$ cat src/rtl/snitch_icache_perf_counters.sv
// snitch_icache_perf_counters: saturating instruction-cache event counters with a 1-cycle indexed read port.
// Optional macro SNITCH_ICACHE_PERF_PIPE_EN registers the event inputs once before accumulation.

package snitch_icache_perf_pkg;
  localparam int unsigned L0_EV_W = 5;
  localparam int unsigned L1_EV_W = 6;
  localparam int unsigned NR_CNT  = L0_EV_W + L1_EV_W;

  // Field order puts counter k at bit k of each vector.
  typedef struct packed {
    logic l0_stall;
    logic l0_double_hit;
    logic l0_prefetch;
    logic l0_hit;
    logic l0_miss;
  } icache_l0_events_t;

  typedef struct packed {
    logic l1_data_parity_error;
    logic l1_tag_parity_error;
    logic l1_handler_stall;
    logic l1_stall;
    logic l1_hit;
    logic l1_miss;
  } icache_l1_events_t;
endpackage

module snitch_icache_perf_counters
  import snitch_icache_perf_pkg::*;
#(
  parameter int unsigned NR_FETCH_PORTS = 2,
  parameter int unsigned CNT_W          = 32
) (
  input  logic                                    clk_i,
  input  logic                                    rst_ni,
  input  icache_l0_events_t [NR_FETCH_PORTS-1:0]  l0_events_i,
  input  icache_l1_events_t                       l1_events_i,
  input  logic                                    enable_i,
  input  logic                                    clear_i,
  input  logic                                    rd_req_i,
  input  logic [3:0]                              rd_idx_i,
  output logic                                    rd_valid_o,
  output logic [CNT_W-1:0]                        rd_data_o,
  output logic                                    rd_err_o,
  output logic [NR_CNT-1:0]                       ovf_o
);

  localparam int unsigned      SUM_W   = CNT_W + 1;
  localparam logic [CNT_W-1:0] CNT_MAX = '1;

  logic [NR_FETCH_PORTS-1:0][L0_EV_W-1:0] l0_ev;
  logic [L1_EV_W-1:0]                     l1_ev;
  logic                                   en;

`ifdef SNITCH_ICACHE_PERF_PIPE_EN
  // Clear also flushes this stage, so events captured alongside a clear never land.
  always_ff @(posedge clk_i or negedge rst_ni) begin
    if (!rst_ni) begin
      l0_ev <= '0;
      l1_ev <= '0;
      en    <= 1'b0;
    end else if (clear_i) begin
      l0_ev <= '0;
      l1_ev <= '0;
      en    <= 1'b0;
    end else begin
      l0_ev <= l0_events_i;
      l1_ev <= l1_events_i;
      en    <= enable_i;
    end
  end
`else
  assign l0_ev = l0_events_i;
  assign l1_ev = l1_events_i;
  assign en    = enable_i;
`endif

  logic [SUM_W-1:0] inc [NR_CNT];
  logic [SUM_W-1:0] sum [NR_CNT];
  logic [CNT_W-1:0] cnt_q [NR_CNT];
  logic [NR_CNT-1:0] ovf_q;

  // NOTE: every always_comb output gets a default first so no path can infer a latch.
  always_comb begin
    for (int k = 0; k < NR_CNT; k++) inc[k] = '0;
    for (int k = 0; k < L0_EV_W; k++) begin
      for (int p = 0; p < NR_FETCH_PORTS; p++) begin
        inc[k] = inc[k] + SUM_W'(l0_ev[p][k]);
      end
    end
    for (int k = 0; k < L1_EV_W; k++) inc[L0_EV_W+k] = SUM_W'(l1_ev[k]);
  end

  always_comb begin
    for (int k = 0; k < NR_CNT; k++) sum[k] = {1'b0, cnt_q[k]} + inc[k];
  end

  // NOTE: the counter array is architectural state read by software, so each element is reset;
  // non-blocking assignments keep every counter updating from the same pre-edge values.
  always_ff @(posedge clk_i or negedge rst_ni) begin
    if (!rst_ni) begin
      for (int k = 0; k < NR_CNT; k++) cnt_q[k] <= '0;
      ovf_q <= '0;
    end else if (clear_i) begin
      for (int k = 0; k < NR_CNT; k++) cnt_q[k] <= '0;
      ovf_q <= '0;
    end else if (en) begin
      for (int k = 0; k < NR_CNT; k++) begin
        if (sum[k][CNT_W]) begin
          cnt_q[k] <= CNT_MAX;
          ovf_q[k] <= 1'b1;
        end else begin
          cnt_q[k] <= sum[k][CNT_W-1:0];
        end
      end
    end
  end

  assign ovf_o = ovf_q;

  // Read mux yields zero for indices past the last counter.
  logic [CNT_W-1:0] rd_mux;
  logic             rd_oob;

  assign rd_oob = (rd_idx_i >= 4'(NR_CNT));

  always_comb begin
    rd_mux = '0;
    for (int k = 0; k < NR_CNT; k++) begin
      if (rd_idx_i == 4'(k)) rd_mux = cnt_q[k];
    end
  end

  always_ff @(posedge clk_i or negedge rst_ni) begin
    if (!rst_ni) begin
      rd_valid_o <= 1'b0;
      rd_data_o  <= '0;
      rd_err_o   <= 1'b0;
    end else begin
      rd_valid_o <= rd_req_i;
      if (rd_req_i) begin
        rd_data_o <= rd_mux;
        rd_err_o  <= rd_oob;
      end
    end
  end

endmodule
$ cat config.mk
export PLATFORM = sky130hd
export DESIGN_NAME = snitch_icache_perf_counters
export DESIGN_NICKNAME = d
export VERILOG_FILES = /design/src/rtl/snitch_icache_perf_counters.sv
export SDC_FILE = /design/constraint.sdc
export NUM_CORES = 1
export LEC_CHECK = 0
export CAP_MARGIN = 20
export CORE_MARGIN = 8
export CORE_UTILIZATION = 62
export CTS_CLUSTER_SIZE = 30
export DETAILED_ROUTE_END_ITERATION = 8
export GPL_TIMING_DRIVEN = 1
export HOLD_SLACK_MARGIN = 0.05
export PLACE_DENSITY = 0.8
export SYNTH_ARGS = -nofsm -noshare
export SYNTH_HDL_FRONTEND = slang
export SYNTH_SLANG_ARGS = --single-unit
$ cat constraint.sdc
create_clock -name clk_i -period 5.4 [get_ports clk_i]
set_input_delay 0.81 -clock clk_i [delete_from_list [all_inputs] [get_ports clk_i]]
set_output_delay 0.81 -clock clk_i [all_outputs]
set_load 0.05 [all_outputs]
Word-level counts from Yosys, hierarchy flattened
Index checks and enable logic that the tools add are counted.
{"block": "word_totals", "reg_bits": 397, "out_inout_bits": 45, "wordCells": 113}
{"block": "classes", "addsub": 16, "n_lt_le_gt_ge": 1, "n_eq_ne": 10, "muxes": 37, "reduce_logical": 24}
{"op": "two-way mux 32 bit", "n": 22}
{"op": "two-way mux 352 bit", "n": 2}
{"op": "adder 32 x 1 -> 33 bit", "n": 6}
{"op": "adder 32 x 2 -> 33 bit", "n": 5}
{"op": "nonzero test 2 bit", "n": 12}
{"op": "two-way mux 11 bit", "n": 2}
{"op": "AND reduction 2 bit", "n": 11}
{"op": "== test 4 x 3 -> 1 bit, second input constant", "n": 4}
{"op": "== test 4 bit, second input constant", "n": 3}
{"op": "two-way mux 1 bit", "n": 11}
{"op": "adder 1 x 1 -> 2 bit", "n": 5}
{"op": "== test 4 x 2 -> 1 bit, second input constant", "n": 2}
{"op": "== test 4 x 1 -> 1 bit, second input constant", "n": 1}
{"op": ">= comparator 4 bit, second input constant", "n": 1}
{"op": "zero test 4 bit", "n": 1}

Depth between registers and ports, before layout
{"block": "depth", "depth_word": 12, "ltp_mapped": 11, "depth_no_buf": 9}

Worst setup path after synthesis
OpenSTA, ideal clock, no wires.
{"block": "synth_path", "path_kind": "in2reg", "start": "input l0_events_i[2] in the netlist's numbering", "end": "register cnt_q[286] in the netlist's numbering", "setup_time_ns": 0.099, "t_arrival_ns": 3.066, "required_time_ns": 5.301, "setup_slack_ns": 2.235, "stages": 9, "n_path_buf": 0, "cell_sequence": "inv_1 -> fa_1 -> inv_1 -> ha_1 -> nand4_1 -> or3_1 -> nor4_1 -> a41oi_1 -> a311oi_1"}
{"block": "synth_between", "elab_chain_cells": 5}
{"element": "start, declared", "line_no": "36", "rtl": "input icache_l0_events_t [NR_FETCH_PORTS-1:0] l0_events_i,"}
{"element": "adder 1 x 1 -> 2 bit", "line_no": "88", "rtl": "inc[k] = inc[k] + SUM_W'(l0_ev[p][k]);"}
{"element": "adder 32 x 2 -> 33 bit", "line_no": "95", "rtl": "for (int k = 0; k < NR_CNT; k++) sum[k] = {1'b0, cnt_q[k]} + inc[k];"}
{"element": "two-way mux 32 bit", "line_no": "109", "rtl": "if (sum[k][CNT_W]) begin"}
{"element": "two-way mux 352 bit", "line_no": "107", "rtl": "end else if (en) begin"}
{"element": "two-way mux 352 bit", "line_no": "104", "rtl": "end else if (clear_i) begin"}
{"element": "end signal, assigned by index", "line_no": "113", "rtl": "cnt_q[k] <= sum[k][CNT_W-1:0];"}
{"element": "end, declared", "line_no": "80", "rtl": "logic [CNT_W-1:0] cnt_q [NR_CNT];"}
No other way between the ends. The select of a mux whose other input is x is not followed.
A chain may end at the register's enable or synchronous reset.

Worst setup path after layout
{"block": "layout_path", "start": "input l0_events_i[1] in the netlist's numbering", "end": "register cnt_q[299] in the netlist's numbering"}
The elaborated chain is that of the path after synthesis.

==> out/results.txt <==
# rows - 72
post-DP HPWL - 63.7 mm
pwr dens - 266 nW/um2
WL final - 90.2 mm
Tcrit/Tclk final - 0.690
flops & latches, synth - 397
TNS Setup - 0 ns
largest net degree at the start of global routing - 115
hold slack - 0.312 ns
clock power share - 0.472
cts bufs inserted - 45
post-CTS setup buffers - 0
synthesized cell area - 24,200 um2
total grt overflow - 0
EDFF count, synth - 0
RSZ-0062 raised after global routing - no
port bufs - 69
Avg Inst Size Synth - 8.59 um2
crit path DAT - 4.17 ns
Design Power - 0.00706 W
routed vias - 25,300
commonest non-fill, non-tap cells in the layout - dfrtp_1 (397), nor2_1 (281), nor3_1 (184)
CTS Sinks - 397
max-slew violations - 0
ys async rst share - 1.00
Yosys Warn Count - 0
Setup violations, final - 0
Detailed Route Iter0 Violations - 3,781
Sequential Power Share - 0.436
Pint - 0.00521 W
detailed-route DRC error count - 0
Clock Latency Late Sink - 0.59 ns
Crit Path Category - input port to register
slew margin rel. - 0.272
P&R area growth vs syn - 9.94%
most common cell after layout, fill and taps aside - dfrtp_1
Netlist cell types - 83
net switching power - 0.00185 W
cell taking the most area after synthesis - dfrtp_1
status - completed
share of layout cells above drive strength 1 - 0.0553
worst path required time - 5.84 ns
Die H - 213 um
Leakage - 10.3 nW
fin area - 26,600 um2
Net Sw Frac - 0.262
core area - 38,600 um2
Global Route Usage Sum - 0.389
Synth top area share - 0.411
ys flop type - dfrtp_1
pre-CTS setup slack - 1.20 ns
sequential area share after synthesis - 0.411
Final #Nets - 2,801
detailed-route wire length per cell - 27.3 um
top post-synthesis cells by area - dfrtp_1 (41%), nor2_1 (4.4%), nor3_1 (3.8%)
gpl congestion - 1.00
Critical Path Fanout Max - 17
Crit. End Element - register
final setup margin - 1.67 ns
Combinational Power Share - 0.092
first-pass GRT wire length - 138 mm
# H-tree levels - 2
final setup skew - 0.0208 ns
Startpoint Class - input port
Area after DPL - 25,000 um2
clock period minus worst slack - 3.73 ns
drt pass-1 iters - 6
Worst Hold Class - input port to asynchronous set/reset pin
number of hold buffers added after CTS - 0
Initial Utilization - 0.627
num ports - 70
# resized after CTS - 0
vias per cell - 7.64
vias in the first global route - 23,200
Fmax - 0.268 GHz
Root Driver - clkbuf_16
Cells after Synth - 2,811
final count of hold timing violations - 0
CTS clk-pin slew, worst paths - 0.06 ns
Slew @ Worst Pin - 1.08 ns
CTS tree - yes
Die W - 213 um
Die ar. - 45,500 um2
Clock Path Buffers - 3
post-synth net total - 2,858
Peak VDD IR - 0.231 mV
final antenna-violating net count - 0
initial antenna violation count - 3
MaxCap Viol Count - 0
==> metal layers <==
layer  share of wire  routed length, um  up-vias  track usage
li1                -                  -    10900            -
met5         0.00025                 23        -            0
met3            0.11               9910      377       0.0707
met2            0.45              40800     1828        0.609
met4           0.065               5870        4        0.221
met1            0.37              33600    12200        0.507
==> through the flow <==
stage | std cells | utilization
floorplan | 2811 | -
global placement | 3222 | 0.647
detailed placement | 3223 | 0.647
CTS | 3303 | 0.688
global route | 3305 | 0.689
finish | 3306 | 0.689
==> worst paths after layout <==
path	slack (ns)	cells after the start	to	from
setup / recovery	1.67	10	cnt_q[299]	l0_events_i[1]
hold / removal	0.31	1	cnt_q[3]	rst_ni
setup reg to reg	1.94	9	cnt_q[299]	cnt_q[288]
hold reg to reg	0.49	2	ovf_o[6]	ovf_o[6]
max in group asynchronous	3.92	2	cnt_q[224]	rst_ni
min in group clk_i	0.49	2	ovf_o[6]	ovf_o[6]
==> worst max-delay path, cell delays in order <==
cell and delay (ns):
clkdlybuf4s50_1 0.46, inv_1 0.05, fa_1 0.45, inv_1 0.11, ha_1 0.22, and3_1 0.20
nand4_1 0.56, o31ai_2 0.80, nor4_1 0.08, a2111oi_0 0.41
==> area by class of cell <==
class	count	area, um2
diodes	1	2.50
clock buffers	62	1300
clock inverters	18	284
fillers	3187	12000
inverters	77	289
multi-input cells	2126	13100
flip-flops and latches	397	9930
well taps	518	648
repair buffers	107	997
==> flip-flops by register name, indices dropped and copies added, names as in the netlist <==
register / flops
rd_valid_o: 1
ovf_o: 11
rd_data_o: 32
rd_err_o: 1
cnt_q: 352
==> cells by family after synthesis <==
kind of cell,share of synthesized area
multiplexers,0.0147
XOR/XNOR,0.00109
buffers and inverters,0.0465
AO/OA/AOI/OAI,0.233
flip-flops,0.411
adder cells (fa/ha/maj),0.0129
AND/OR/NAND/NOR,0.280
==> synthesized netlist by cell type, types with 86 or more instances <==
cell	count
dfrtp_1	397
nor2_1	281
nor3_1	184
a21oi_1	162
clkbuf_1	162
nand2_1	135
a31oi_1	119
and3_1	116
nand3_1	113
o21ai_0	103
nor4_1	99
a211oi_1	87
nand4_1	86
==> power groups by stage <==
stage,sequential (W),clock (W),combinational (W)
finish,0.00308,0.00333,0.000653
global route,0.00308,0.00344,0.000689
CTS,0.00307,0.00334,0.000639
detailed placement,0.00313,0,0.000636
global placement,0.00313,0,0.000626
floorplan,0.00318,0,0.000287
No activity file was read; power rests on OpenSTA's default activity.
